[config.mk]
export PLATFORM = sky130hd
export DESIGN_NAME = d_delay_line
export DESIGN_NICKNAME = d
export VERILOG_FILES = /design/src/rtl/d_delay_line.sv
export SDC_FILE = /design/constraint.sdc
export NUM_CORES = 1
export LEC_CHECK = 0
export ABC_AREA = 1
export CAP_MARGIN = 20
export CORE_MARGIN = 2
export CORE_UTILIZATION = 56
export DETAILED_ROUTE_END_ITERATION = 8
export GPL_TIMING_DRIVEN = 0
export PLACE_DENSITY_LB_ADDON = 0.25
export SYNTH_ARGS = -nofsm -noshare
export SYNTH_HDL_FRONTEND = slang
export SYNTH_SLANG_ARGS = --single-unit
[constraint.sdc]
create_clock -name clk -period 3.6 [get_ports clk]
set_input_delay 0.54 -clock clk [delete_from_list [all_inputs] [get_ports clk]]
set_output_delay 0.54 -clock clk [all_outputs]
set_load 0.02 [all_outputs]
[src/rtl/d_delay_line.sv]
// -----------------------------------------------------------------------------
// d_delay_line
//
// Purpose:
//   WIDTH-bit, DEPTH-stage register chain with a valid bit per stage. Used as
//   the generic pipeline-delay / retiming element of the memory datapath.
//   Supports HOLD, SHIFT, broadcast LOAD and ROTATE modes, a synchronous flush,
//   a selectable output tap (with complement) and a registered occupancy count.
//
// Ports:
//   clk        in   1      rising-edge clock
//   rst_n      in   1      asynchronous active-low reset
//   en         in   1      stage update enable (0 = all stages hold)
//   flush      in   1      synchronous clear of data/valid, beats en and mode
//   mode       in   2      00 HOLD, 01 SHIFT, 10 LOAD, 11 ROTATE
//   d          in   WIDTH  input data
//   d_valid    in   1      valid bit accompanying d
//   tap_sel    in   TW     output tap index
//   q          out  WIDTH  data at the selected tap (RESET_VAL if out of range)
//   qbar       out  WIDTH  bitwise complement of q
//   q_valid    out  1      valid bit at the selected tap (0 if out of range)
//   dout       out  WIDTH  last stage
//   dout_valid out  1      valid bit of the last stage
//   count      out  CW     number of valid stages
// -----------------------------------------------------------------------------
module d_delay_line #(
    parameter int              WIDTH     = 8,
    parameter int              DEPTH     = 4,
    parameter logic [WIDTH-1:0] RESET_VAL = '0,
    localparam int             TW        = (DEPTH > 1) ? $clog2(DEPTH) : 1,
    localparam int             CW        = $clog2(DEPTH + 1)
) (
    input  logic             clk,
    input  logic             rst_n,
    input  logic             en,
    input  logic             flush,
    input  logic [1:0]       mode,
    input  logic [WIDTH-1:0] d,
    input  logic             d_valid,
    input  logic [TW-1:0]    tap_sel,
    output logic [WIDTH-1:0] q,
    output logic [WIDTH-1:0] qbar,
    output logic             q_valid,
    output logic [WIDTH-1:0] dout,
    output logic             dout_valid,
    output logic [CW-1:0]    count
);

    localparam logic [1:0] MODE_HOLD   = 2'b00;
    localparam logic [1:0] MODE_SHIFT  = 2'b01;
    localparam logic [1:0] MODE_LOAD   = 2'b10;
    localparam logic [1:0] MODE_ROTATE = 2'b11;

    // The tap mux is padded to a power of two so every tap_sel value decodes
    // to a defined entry; unused entries read as RESET_VAL / invalid.
    localparam int TAPS = 1 << TW;

    logic [WIDTH-1:0] r_stage [DEPTH];
    logic [DEPTH-1:0] r_vld;
    logic [CW-1:0]    r_count;

    logic [WIDTH-1:0] w_stage_next [DEPTH];
    logic [DEPTH-1:0] w_vld_next;
    logic [CW-1:0]    w_count_next;

    logic             w_hold;
    logic             w_shift;
    logic             w_load;
    logic             w_rotate;

    logic [WIDTH-1:0] w_tap_data [TAPS];
    logic [TAPS-1:0]  w_tap_vld;

    assign w_hold   = !en || (mode == MODE_HOLD);
    assign w_shift  = (mode == MODE_SHIFT);
    assign w_load   = (mode == MODE_LOAD);
    assign w_rotate = (mode == MODE_ROTATE);

    // Per-stage next-state selection. Stage 0 takes d on SHIFT and the last
    // stage on ROTATE; every other stage takes its predecessor in both modes.
    // With DEPTH=1 the ROTATE source of stage 0 is stage 0 itself, so ROTATE
    // degenerates to HOLD without special-casing.
    genvar gi;
    generate
        for (gi = 0; gi < DEPTH; gi++) begin : g_stage
            logic [WIDTH-1:0] w_shift_d;
            logic             w_shift_v;
            logic [WIDTH-1:0] w_rot_d;
            logic             w_rot_v;

            if (gi == 0) begin : g_head
                assign w_shift_d = d;
                assign w_shift_v = d_valid;
                assign w_rot_d   = r_stage[DEPTH-1];
                assign w_rot_v   = r_vld[DEPTH-1];
            end else begin : g_body
                assign w_shift_d = r_stage[gi-1];
                assign w_shift_v = r_vld[gi-1];
                assign w_rot_d   = r_stage[gi-1];
                assign w_rot_v   = r_vld[gi-1];
            end

            assign w_stage_next[gi] = flush    ? RESET_VAL   :
                                      w_hold   ? r_stage[gi] :
                                      w_shift  ? w_shift_d   :
                                      w_load   ? d           :
                                      w_rotate ? w_rot_d     :
                                                 r_stage[gi];

            assign w_vld_next[gi]   = flush    ? 1'b0        :
                                      w_hold   ? r_vld[gi]   :
                                      w_shift  ? w_shift_v   :
                                      w_load   ? d_valid     :
                                      w_rotate ? w_rot_v     :
                                                 r_vld[gi];
        end
    endgenerate

    // Count is the popcount of the next valid vector, so it tracks every mode
    // (including flush and LOAD) without separate increment/decrement logic.
    always_comb begin
        w_count_next = '0;
        for (int i = 0; i < DEPTH; i++) begin
            w_count_next = w_count_next + CW'(w_vld_next[i]);
        end
    end

    always_ff @(posedge clk or negedge rst_n) begin
        if (!rst_n) begin
            for (int i = 0; i < DEPTH; i++) begin
                r_stage[i] <= RESET_VAL;
            end
            r_vld   <= '0;
            r_count <= '0;
        end else begin
            for (int i = 0; i < DEPTH; i++) begin
                r_stage[i] <= w_stage_next[i];
            end
            r_vld   <= w_vld_next;
            r_count <= w_count_next;
        end
    end

    generate
        for (gi = 0; gi < TAPS; gi++) begin : g_tap
            if (gi < DEPTH) begin : g_real
                assign w_tap_data[gi] = r_stage[gi];
                assign w_tap_vld[gi]  = r_vld[gi];
            end else begin : g_pad
                assign w_tap_data[gi] = RESET_VAL;
                assign w_tap_vld[gi]  = 1'b0;
            end
        end
    endgenerate

    assign q          = w_tap_data[tap_sel];
    assign q_valid    = w_tap_vld[tap_sel];
    assign qbar       = ~q;
    assign dout       = r_stage[DEPTH-1];
    assign dout_valid = r_vld[DEPTH-1];
    assign count      = r_count;

endmodule

==> impl_metrics.yaml <==
detailed_routing:
  ant_nets: 0
  vias: 2296
  wl_mm: 6.33
  via_per_inst: 5.39
  routedWlPerCell_um: 14.8
  drc: 0
  drt_first_pass_iters: 5
  drt_iter0_drc: 252
synthesis:
  syn_inst: 325
  synth.distinct_cells: 23
  synth_area_leaders: "dfrtp_1, nand2_1, nand3_1"
  synth_top_area_cell: "dfrtp_1"
  synth_seq_cells: 39
  synth_nets: 345
  synth.avg_cell_area_um2: 7.10
  seq_area_frac_synth: 0.423
  synth_area_um2: 2310
  synth_top_area_frac: 0.423
  synth_warnings: 0
timing:
  tightest_slew_ns: 0.870
  period_share: 0.758
  timing_hold_violations_final: 0
  min_period_ns: 2.73
  rsz0062_at_grt: "false"
  drv_slew: 0
  setup_viol: 0
  tns_ns: 0
  skew_ns: 0.0139
  maxSlewHeadroom: 0.420
  fin_ws_ns: 0.872
  max_freq_mhz: 367
placement:
  dpl.hpwl_mm: 4.18
  portBuffers: 43
  place_ws_ns: 0.580
  gp_congestion: 0.835
critical_path:
  arrival_ns: 2.19
  reg2reg_slack_ns: 1.73
  cp_max_fo: 10
  critical_path_required_ns: 3.06
  crit_path_end_kind: "output port"
  criticalPathCategory: "in -> out"
  cp-start-kind: "primary input"
global_routing:
  globalRouteOverflowTotal: 0
  grt_first_pass_wirelength_mm: 9.99
  grt_pass1_vias: 2189
  grtUsageTotal: 0.296
  grt_max_degree: 40
  antenna_found_initial: 0
cts:
  path_clk_slew_ns: 0.08
  clock_latency_ns: 0.30
  cts.path.max_buffers: 2
  cts_setup_buffers: 0
  cts_hold_buf: 0
  clockRootBuffer: "clkbuf_8"
  cts_tree: "yes"
  numCtsBuffers: 5
  ctsResizeCount: 0
  clock-sinks: 39
  htree_levels: 2
floorplanning:
  fp.dieH_um: 68.2
  core_um2: 3970
  die_x_um: 68.2
  die-area_um2: 4650
  initial_core_util: 0.581
  row_count: 23
  ios: 46
finish:
  layout-drive-gt1-share: 0.0878
  nFillCells: 350
  final_util: 0.724
  insertedDiodeCount: 0
  syn_to_final_growth_pct: 24.7
  final_nets: 395
pwr:
  power.clock.fraction: 0.282
  p_leak_uw: 0.00160
  p_sw_uw: 328
  power_frac_comb: 0.252
  sequentialPowerShare: 0.466
  peakVddDrop_uv: 249
  p_int_uw: 705
  cellPowerDensity_nw_per_um2: 359
  swShare: 0.317
status:
  run_status: "complete, no violations"
flow_run:
  cap_violations: 0
hold_path:
  hp-class: "in -> async"
[worst paths after layout]
kind / start / to / cells after the start
min in group clk: g_stage[2].w_rot_d[1] / g_stage[2].w_rot_d[1] / 2
max in group asynchronous: rst_n / r_vld[0] / 1
hold / removal: rst_n / g_stage[3].w_rot_d[7] / 1
setup reg to reg: r_vld[3] / count[1] / 9
hold reg to reg: g_stage[2].w_rot_d[1] / g_stage[2].w_rot_d[1] / 2
setup / recovery: tap_sel[1] / qbar[6] / 6
[layer usage]
layer  global-route usage  vias up  share of wire
li1                     -     1101              -
met1                0.367     1067           0.40
met2                0.501      119           0.48
met3               0.0592        9           0.10
met4                0.123        0          0.013
met5                    0        -              0
[final cells by class]
class / count / area, µm² / share of cell area
flip-flops and latches: 39 / 976 / 0.339
plain buffers: 14 / 104 / 0.0361
repair buffers: 43 / 425 / 0.148
clock buffers: 7 / 76.3 / 0.0265
inverters: 49 / 184 / 0.0640
well taps: 50 / 62.6 / 0.0218
multi-input cells: 223 / 1040 / 0.362
clock inverters: 1 / 5.00 / 0.00174
[worst max-delay path: stages]
cell	delay, ns
buf_2	0.22
clkinv_1	0.36
a21oi_1	0.21
o21ai_0	0.12
nand2_1	0.12
clkdlybuf4s50_1	0.62
[kinds of logic (layout without fill, tap and decap cells)]
logic type               Yosys count  after routing  share of synthesized area
AO/OA/AOI/OAI                     33             33                     0.0765
adder cells (fa/ha/maj)            3              3                     0.0195
buffers and inverters             63            114                      0.125
flip-flops                        39             39                      0.423
AND/OR/NAND/NOR                  187            187                      0.356
[through the flow]
| step | total power (µW) | hold WS (ns) | area, µm² | std cells |
|---|---|---|---|---|
| 2_1_floorplan | 632 | 0.244 | 2310 | 325 |
| 3_3_place_gp | 739 | 0.462 | 2800 | 418 |
| 3_5_place_dp | 745 | 0.469 | 2790 | 418 |
| 4_1_cts | 1030 | 0.388 | 2880 | 426 |
| 5_1_grt | 1080 | 0.407 | 2880 | 426 |
| 6_report | 1030 | 0.350 | 2880 | 426 |
[layout by cell type (no fill, tap or decap), types with 2 or more instances in the layout]
| master | synthesis | final |
|---|---|---|
| clkdlybuf4s50_1 | 0 | 42 |
| clkbuf_8 | 0 | 5 |
| buf_4 | 4 | 4 |
| nand2_1 | 129 | 129 |
| inv_2 | 3 | 3 |
| buf_6 | 4 | 4 |
| nand3_1 | 37 | 37 |
| buf_2 | 5 | 6 |
| nor2_2 | 2 | 2 |
| or2_2 | 2 | 2 |
| ha_1 | 2 | 2 |
| o21ai_0 | 17 | 17 |
| clkbuf_1 | 1 | 3 |
| nand2_2 | 3 | 3 |
| or2_0 | 2 | 2 |
| inv_1 | 45 | 45 |
| a21oi_1 | 15 | 15 |
| dfrtp_1 | 39 | 39 |
| nand3b_1 | 8 | 8 |
| nor2_1 | 2 | 2 |
[power by group through the flow]
| stage | Clock, µW | Sequential, µW | Combinational [µW] |
|---|---|---|---|
| 2_1_floorplan | 0 | 497 | 135 |
| 3_3_place_gp | 0 | 488 | 251 |
| 3_5_place_dp | 0 | 489 | 256 |
| 4_1_cts | 292 | 481 | 259 |
| 5_1_grt | 310 | 484 | 284 |
| 6_report | 291 | 481 | 260 |
[synth_stat cells]
cell type	instances
nand2_1	129
buf_4	4
nor2_1	2
inv_1	45
or2_0	2
clkbuf_1	1
a21oi_1	15
nor3_4	1
buf_2	5
fa_1	1
buf_6	4
a21oi_4	1
o21ai_0	17
ha_1	2
or2_2	2
nand3b_1	8
nor2_2	2
inv_2	3
dfrtp_1	39
nand2_2	3
clkinv_1	1
nand2_4	1
nand3_1	37
[sequential cells by signal, indices dropped and copies added, names as in the netlist]
| signal | count |
|---|---|
| dout | 8 |
| r_vld | 4 |
| g_stage.w_rot_d | 24 |
| count | 3 |
No activity file was read; power rests on OpenSTA's default activity.
